File: src/rtl/jiafa_bcd_counter_if.sv
// Push-button/display bundle of the two-digit BCD up-counter.
// The board side (master) drives the raw key and clear; the counter (slave) drives count and display.
interface jiafa_bcd_counter_if;
    logic       anjian;
    logic       clr;
    logic [7:0] count_bcd;
    logic       carry;
    logic [6:0] seg_n;
    logic [1:0] dig_sel_n;

    modport master (
        output anjian,
        output clr,
        input  count_bcd,
        input  carry,
        input  seg_n,
        input  dig_sel_n
    );

    modport slave (
        input  anjian,
        input  clr,
        output count_bcd,
        output carry,
        output seg_n,
        output dig_sel_n
    );
endinterface

File: src/rtl/jiafa_bcd_counter.sv
// Two-digit BCD up-counter advanced by a debounced push-button, with synchronous clear,
// wrap carry pulse and a multiplexed active-low 7-segment drive.
module jiafa_bcd_counter #(
    parameter int DEB_CYCLES = 4,
    parameter int SCAN_DIV   = 8,
    parameter int MODULO     = 100
) (
    input  logic                  clk,
    input  logic                  reset,
    jiafa_bcd_counter_if.slave    bus
);

    localparam logic [7:0]  DEB_MAX   = 8'(DEB_CYCLES);
    localparam logic [15:0] SCAN_LAST = 16'(SCAN_DIV - 1);
    localparam logic [3:0]  MAX_TENS  = 4'((MODULO - 1) / 10);
    localparam logic [3:0]  MAX_UNITS = 4'((MODULO - 1) % 10);

    typedef enum logic [1:0] {
        IDLE    = 2'd0,
        P_WAIT  = 2'd1,
        PRESSED = 2'd2,
        R_WAIT  = 2'd3
    } deb_state_t;

    logic        r_sync1;
    logic        r_sync2;
    logic        w_key_s;

    deb_state_t  r_state;
    deb_state_t  w_state_nxt;
    logic [7:0]  r_deb_cnt;
    logic [7:0]  w_deb_cnt_nxt;
    logic        r_inc;
    logic        w_inc_nxt;

    logic [3:0]  r_units;
    logic [3:0]  r_tens;
    logic        r_carry;
    logic        w_at_max;

    logic [15:0] r_scan_cnt;
    logic [1:0]  r_dig_sel_n;
    logic [3:0]  w_digit;

    // ------------------------------------------------------------------
    // Two-flop synchronizer for the asynchronous key
    // ------------------------------------------------------------------
    // NOTE: clocked state uses non-blocking assignments so every flop samples pre-edge values.
    always_ff @(posedge clk or negedge reset) begin
        if (!reset) begin
            r_sync1 <= 1'b0;
            r_sync2 <= 1'b0;
        end else begin
            r_sync1 <= bus.anjian;
            r_sync2 <= r_sync1;
        end
    end

    assign w_key_s = r_sync2;

    // ------------------------------------------------------------------
    // Debounce FSM: state register
    // ------------------------------------------------------------------
    always_ff @(posedge clk or negedge reset) begin
        if (!reset) begin
            r_state   <= IDLE;
            r_deb_cnt <= 8'd0;
            r_inc     <= 1'b0;
        end else begin
            r_state   <= w_state_nxt;
            r_deb_cnt <= w_deb_cnt_nxt;
            r_inc     <= w_inc_nxt;
        end
    end

    // ------------------------------------------------------------------
    // Debounce FSM: next state and the one-shot increment request
    // ------------------------------------------------------------------
    always_comb begin
        // NOTE: defaults first so no path through the case leaves a variable unassigned (no latches).
        w_state_nxt   = r_state;
        w_deb_cnt_nxt = r_deb_cnt;
        w_inc_nxt     = 1'b0;

        case (r_state)
            IDLE: begin
                if (w_key_s) begin
                    w_state_nxt   = P_WAIT;
                    w_deb_cnt_nxt = 8'd1;
                end
            end
            P_WAIT: begin
                if (!w_key_s) begin
                    w_state_nxt = IDLE;
                end else if (r_deb_cnt == DEB_MAX) begin
                    w_state_nxt = PRESSED;
                    w_inc_nxt   = 1'b1;
                end else begin
                    w_deb_cnt_nxt = r_deb_cnt + 8'd1;
                end
            end
            PRESSED: begin
                // Holding the key parks here; only a qualified release re-arms the FSM.
                if (!w_key_s) begin
                    w_state_nxt   = R_WAIT;
                    w_deb_cnt_nxt = 8'd1;
                end
            end
            R_WAIT: begin
                if (w_key_s) begin
                    w_state_nxt = PRESSED;
                end else if (r_deb_cnt == DEB_MAX) begin
                    w_state_nxt = IDLE;
                end else begin
                    w_deb_cnt_nxt = r_deb_cnt + 8'd1;
                end
            end
            default: begin
                w_state_nxt = IDLE;
            end
        endcase
    end

    // ------------------------------------------------------------------
    // BCD count with clear priority over increment
    // ------------------------------------------------------------------
    assign w_at_max = (r_tens == MAX_TENS) && (r_units == MAX_UNITS);

    always_ff @(posedge clk or negedge reset) begin
        if (!reset) begin
            r_units <= 4'd0;
            r_tens  <= 4'd0;
            r_carry <= 1'b0;
        end else begin
            r_carry <= 1'b0;
            if (bus.clr) begin
                r_units <= 4'd0;
                r_tens  <= 4'd0;
            end else if (r_inc) begin
                if (w_at_max) begin
                    r_units <= 4'd0;
                    r_tens  <= 4'd0;
                    r_carry <= 1'b1;
                end else if (r_units == 4'd9) begin
                    r_units <= 4'd0;
                    r_tens  <= r_tens + 4'd1;
                end else begin
                    r_units <= r_units + 4'd1;
                end
            end
        end
    end

    assign bus.count_bcd = {r_tens, r_units};
    assign bus.carry     = r_carry;

    // ------------------------------------------------------------------
    // Display scan: one digit enabled at a time, swapped every SCAN_DIV clocks
    // ------------------------------------------------------------------
    always_ff @(posedge clk or negedge reset) begin
        if (!reset) begin
            r_scan_cnt  <= 16'd0;
            r_dig_sel_n <= 2'b10;
        end else if (r_scan_cnt == SCAN_LAST) begin
            r_scan_cnt  <= 16'd0;
            r_dig_sel_n <= ~r_dig_sel_n;
        end else begin
            r_scan_cnt  <= r_scan_cnt + 16'd1;
        end
    end

    function automatic logic [6:0] seg7(input logic [3:0] d);
        case (d)
            4'd0:    seg7 = 7'b1000000;
            4'd1:    seg7 = 7'b1111001;
            4'd2:    seg7 = 7'b0100100;
            4'd3:    seg7 = 7'b0110000;
            4'd4:    seg7 = 7'b0011001;
            4'd5:    seg7 = 7'b0010010;
            4'd6:    seg7 = 7'b0000010;
            4'd7:    seg7 = 7'b1111000;
            4'd8:    seg7 = 7'b0000000;
            4'd9:    seg7 = 7'b0010000;
            default: seg7 = 7'b1111111;
        endcase
    endfunction

    assign w_digit       = r_dig_sel_n[0] ? r_tens : r_units;
    assign bus.seg_n     = seg7(w_digit);
    assign bus.dig_sel_n = r_dig_sel_n;

endmodule

File: src/flat_wrapper.sv
// flat-port wrapper written by rule: the top's interface ports become plain ports
module jiafa_bcd_counter_flat 
#(
    parameter int DEB_CYCLES = 4,
    parameter int SCAN_DIV   = 8,
    parameter int MODULO     = 100
)
  (clk, reset, bus_anjian, bus_clr, bus_count_bcd, bus_carry, bus_seg_n, bus_dig_sel_n);
  jiafa_bcd_counter_if bus_i ();
  input  logic clk;
  input  logic reset;
  input wire logic [$bits(bus_i.anjian)-1:0] bus_anjian;
  input wire logic [$bits(bus_i.clr)-1:0] bus_clr;
  output wire logic [$bits(bus_i.count_bcd)-1:0] bus_count_bcd;
  output wire logic [$bits(bus_i.carry)-1:0] bus_carry;
  output wire logic [$bits(bus_i.seg_n)-1:0] bus_seg_n;
  output wire logic [$bits(bus_i.dig_sel_n)-1:0] bus_dig_sel_n;
  assign bus_i.anjian = bus_anjian;
  assign bus_i.clr = bus_clr;
  assign bus_count_bcd = bus_i.count_bcd;
  assign bus_carry = bus_i.carry;
  assign bus_seg_n = bus_i.seg_n;
  assign bus_dig_sel_n = bus_i.dig_sel_n;
  jiafa_bcd_counter #(.DEB_CYCLES(DEB_CYCLES), .SCAN_DIV(SCAN_DIV), .MODULO(MODULO)) u_core (.clk(clk), .reset(reset), .bus(bus_i));
endmodule
File: config.mk
export PLATFORM = sky130hd
export DESIGN_NAME = jiafa_bcd_counter_flat
export DESIGN_NICKNAME = d
export VERILOG_FILES = /design/src/rtl/jiafa_bcd_counter_if.sv /design/src/rtl/jiafa_bcd_counter.sv /design/src/flat_wrapper.sv
export SDC_FILE = /design/constraint.sdc
export NUM_CORES = 1
export LEC_CHECK = 0
export BUFFER_PORTS_ARGS = -buffer_cell sky130_fd_sc_hd__buf_4
export CAP_MARGIN = 20
export CORE_ASPECT_RATIO = 0.5
export CORE_MARGIN = 5
export CORE_UTILIZATION = 39
export CTS_BUF_LIST = sky130_fd_sc_hd__clkbuf_8 sky130_fd_sc_hd__clkbuf_16
export DETAILED_ROUTE_END_ITERATION = 7
export PLACE_DENSITY_LB_ADDON = 0.3
export SYNTH_ARGS = -nofsm -noshare
export SYNTH_HDL_FRONTEND = slang
export SYNTH_SLANG_ARGS = --single-unit
File: constraint.sdc
create_clock -name clk -period 3.93 [get_ports clk]
set_input_delay 0.1965 -clock clk [delete_from_list [all_inputs] [get_ports clk]]
set_output_delay 0.1965 -clock clk [all_outputs]
set_load 0.05 [all_outputs]
==> impl_metrics.tcl <==
set metrics [dict create \
    clk_pin_slew_ns 0.08 \
    hpwl_mm 2.82 \
    crit_arrival_ns 2.11 \
    relSlewSlack_pct 58.4 \
    holdWs_ns 0.0144 \
    tns_ns 0 \
    slew_violations 0 \
    cp-startpoint "u_core.bus.dig_sel_n[0]" \
    fin_crit_ns 2.31 \
    vias 1552 \
    syn_nets 227 \
    ys_seq_area_share_pct 47.4 \
    clk_latency_ns 0.29 \
    fp.dieH_um 62.1 \
    grt_pass1_vias 1482 \
    synth_cells 211 \
    path_cells "mux2_2, inv_1, ha_1, nor2_1, o21a_1, a21oi_1, buf_4" \
    die_w_um 114 \
    power_mw 0.889 \
    place_area_um2 2330 \
    numPortBuffers 21 \
    max_freq_ghz 0.433 \
    cts_root_buffer "clkbuf_8" \
    rr_startpoint "u_core.r_units[1]" \
    postCtsResizedCells 0 \
    post-route-cell-area_um2 2440 \
    grt_overflow 0 \
    cts_tree "built" \
    fin_crit_sh_pct 58.7 \
    ant_nets 0 \
    leakagePower_nw 1.11 \
    cts_buffers 5 \
    synth-seq-cells 40 \
    clock_path_buffers 2 \
    drt_first_pass_iters 5 \
    rsz0062_at_grt "false" \
    hold_path_class "input pin to flop" \
    final_layout_size_suffix_gt1_share_pct 15.6 \
    ys_types 40 \
    grt_max_degree 41 \
    min_from "bus_anjian" \
    numClockSinks 40 \
    slowest_stage "dfrtp_1" \
    yosys.area_share.adder_pct 7.10 \
    die_area_um2 7080 \
    outcome "completed" \
    num_rows 18 \
    worstMarginPinSlew_ns 0.607 \
    max_stage_delay_ns 0.52 \
    wl_per_cell_um 12.8 \
    ctsHtreeMaxLevel 2 \
    crit_path_end_kind "output pin" \
    grtUsageTotal_pct 12.4 \
    final_nets 252 \
    place_congestion 0.932 \
    cap_viol_max_count 0 \
    synth_compound_area_share_pct 8.93 \
    cp.required_ns 3.73 \
    synth_top_family_by_area "simple AND/OR/NAND/NOR gates" \
    synth-xor-area-share_pct 8.70 \
    setup_viol 0 \
    routed_wl_mm 3.92 \
    critPathLaunchType "flop" \
    viasPerCell 5.06 \
    ctsHoldBuffers 1 \
    crit_fanout 7 \
    drc_errors 0 \
    power_density_nw_per_um2 365 \
    crit_type "flop to output pin" \
    yosysWarnings 0 \
    initial_core_util_pct 41.5 \
    syn_area_um2 2110 \
    skew_ns 0.00454 \
    avgSynthCellArea_um2 10.0 \
    yosys.area_share.simple_pct 21.2 \
    muxShareOfSynthArea_pct 3.55 \
    drtIter0Drc 144 \
    coreArea_um2 5090 \
    antenna_found_initial 0 \
    area_growth_pct 15.3 \
    cts_setup_buffers 0 \
    irDropWorstVdd_mv 0.161 \
    finalHoldViolCount 0 \
    num_antenna_cells 0 \
    grt_pass1_wl_mm 6.88 \
    ioPinCount 22 \
]
==> per-stage QoR <==
step	cells	worst slack, ns	util (%)
floorplan	211	1.23	-
global placement	298	2.03	45.9
detailed placement	298	1.95	45.9
CTS	307	1.61	47.9
global route	307	1.49	47.9
finish	307	1.62	47.9
==> cells in the final DEF (no fill, tap or decap), drive strengths merged <==
cell type and n:
dfrtp 39, buf 21, xnor2 19, nand2 18, nor2 17, nand3 15, a21oi 14, ha 12
inv 11, nor3 6, o21ai 6, clkbuf 6, and2 4, nand4 4, mux2 4, and3 3
nor3b 3, mux2i 3, nand2b 3, or3 3, nor4 2, xor2 2, nor2b 2, o22ai 2
o31ai 2, clkinv 2, and4 1, nor4b 1, o22a 1, o21a 1, and3b 1, and4b 1
nor4bb 1, a31oi 1, a21o 1, o2bb2ai 1, a211oi 1, a221oi 1, dlygate4sd3 1, dfstp 1
==> cell usage after synthesis <==
| master | number | share of area, % |
|---|---|---|
| a211oi_1 | 1 | 0.36 |
| a21o_1 | 1 | 0.36 |
| a21oi_1 | 14 | 3.3 |
| a221oi_1 | 1 | 0.41 |
| a31oi_2 | 1 | 0.59 |
| and2_1 | 4 | 1.2 |
| and3_1 | 3 | 0.89 |
| and3b_1 | 1 | 0.41 |
| and4_1 | 1 | 0.41 |
| and4b_4 | 1 | 0.65 |
| buf_1 | 1 | 0.18 |
| buf_2 | 2 | 0.47 |
| buf_6 | 1 | 0.53 |
| dfrtp_1 | 39 | 46 |
| dfstp_2 | 1 | 1.2 |
| ha_1 | 12 | 7.1 |
| inv_1 | 11 | 2.0 |
| mux2_2 | 4 | 2.1 |
| mux2i_1 | 3 | 1.4 |
| nand2_1 | 17 | 3.0 |
| nand2_4 | 1 | 0.53 |
| nand2b_1 | 3 | 0.89 |
| nand3_1 | 15 | 3.6 |
| nand4_1 | 4 | 1.2 |
| nor2_1 | 17 | 3.0 |
| nor2b_1 | 2 | 0.59 |
| nor3_1 | 6 | 1.4 |
| nor3b_1 | 3 | 1.1 |
| nor4_1 | 2 | 0.59 |
| nor4b_1 | 1 | 0.41 |
| nor4bb_1 | 1 | 0.47 |
| o21a_1 | 1 | 0.36 |
| o21ai_0 | 6 | 1.4 |
| o22a_1 | 1 | 0.41 |
| o22ai_1 | 2 | 0.59 |
| o2bb2ai_1 | 1 | 0.41 |
| o31ai_1 | 2 | 0.71 |
| or3_1 | 3 | 0.89 |
| xnor2_1 | 19 | 7.9 |
| xor2_1 | 2 | 0.83 |
==> logic make-up (layout without fill, tap and decap cells) <==
group	Yosys count	count (layout)
and+or+nand+nor	85	85
adders and majority gates	12	12
DFF	40	40
muxes	7	7
AOI/OAI and AO/OA	31	31
xor gates and xnor gates	21	21
buffers and inverters	15	41
==> sequential cells by signal (all words and copies together), names as in the netlist, named ones only <==
signal                count
u_core.r_scan_cnt        16
u_core.r_sync2            1
u_core.r_deb_cnt          8
u_core.bus.dig_sel_n      2
u_core.r_sync1            1
u_core.r_inc              1
u_core.r_state            1
u_core.bus.carry          1
u_core.r_units            4
u_core.r_tens             4
==> worst paths after layout <==
kind                       slack, ns                 endpoint  depth (start not counted)
max                             1.62             bus_seg_n[3]                          7
min                             0.01           u_core.r_sync1                          1
max reg2reg                     2.09         u_core.r_tens[3]                          6
min reg2reg                     0.36           u_core.r_sync2                          0
max in group asynchronous       3.14  u_core.bus.dig_sel_n[1]                          2
min in group asynchronous       0.41      u_core.r_deb_cnt[1]                          2
==> layer usage <==
layer  vias up  GRT usage [%]  routed length [µm]
li1        781              -                   -
met1       739           16.6                2030
met2        28           19.7                1650
met4         0           4.57                  45
met5         -              0                   0
met3         4           3.29                 191
==> area by class of cell <==
cell class | count | area, µm²
clock inverter | 2 | 10.0
multi-input combinational | 156 | 1050
clock buffer | 6 | 82.6
inverter | 11 | 41.3
fill | 481 | 2650
sequential | 40 | 1000
tap | 70 | 87.6
timing repair buffer | 22 | 168
==> power breakdown <==
group / switching, mW / internal, mW / total [mW]
clock: 0.143 / 0.140 / 0.283
sequential: 0.0331 / 0.436 / 0.469
combinational: 0.0799 / 0.0574 / 0.137
==> critical path: cells and delay by family (launching register included) <==
family	cells	cell delay, ns
flip-flops	1	0.52
AND/OR/NAND/NOR	1	0.05
multiplexers	1	0.43
AO/OA/AOI/OAI	2	0.31
buffers and inverters	2	0.36
adder cells (fa/ha/maj)	1	0.17
Power figures use the tool's default switching activity.
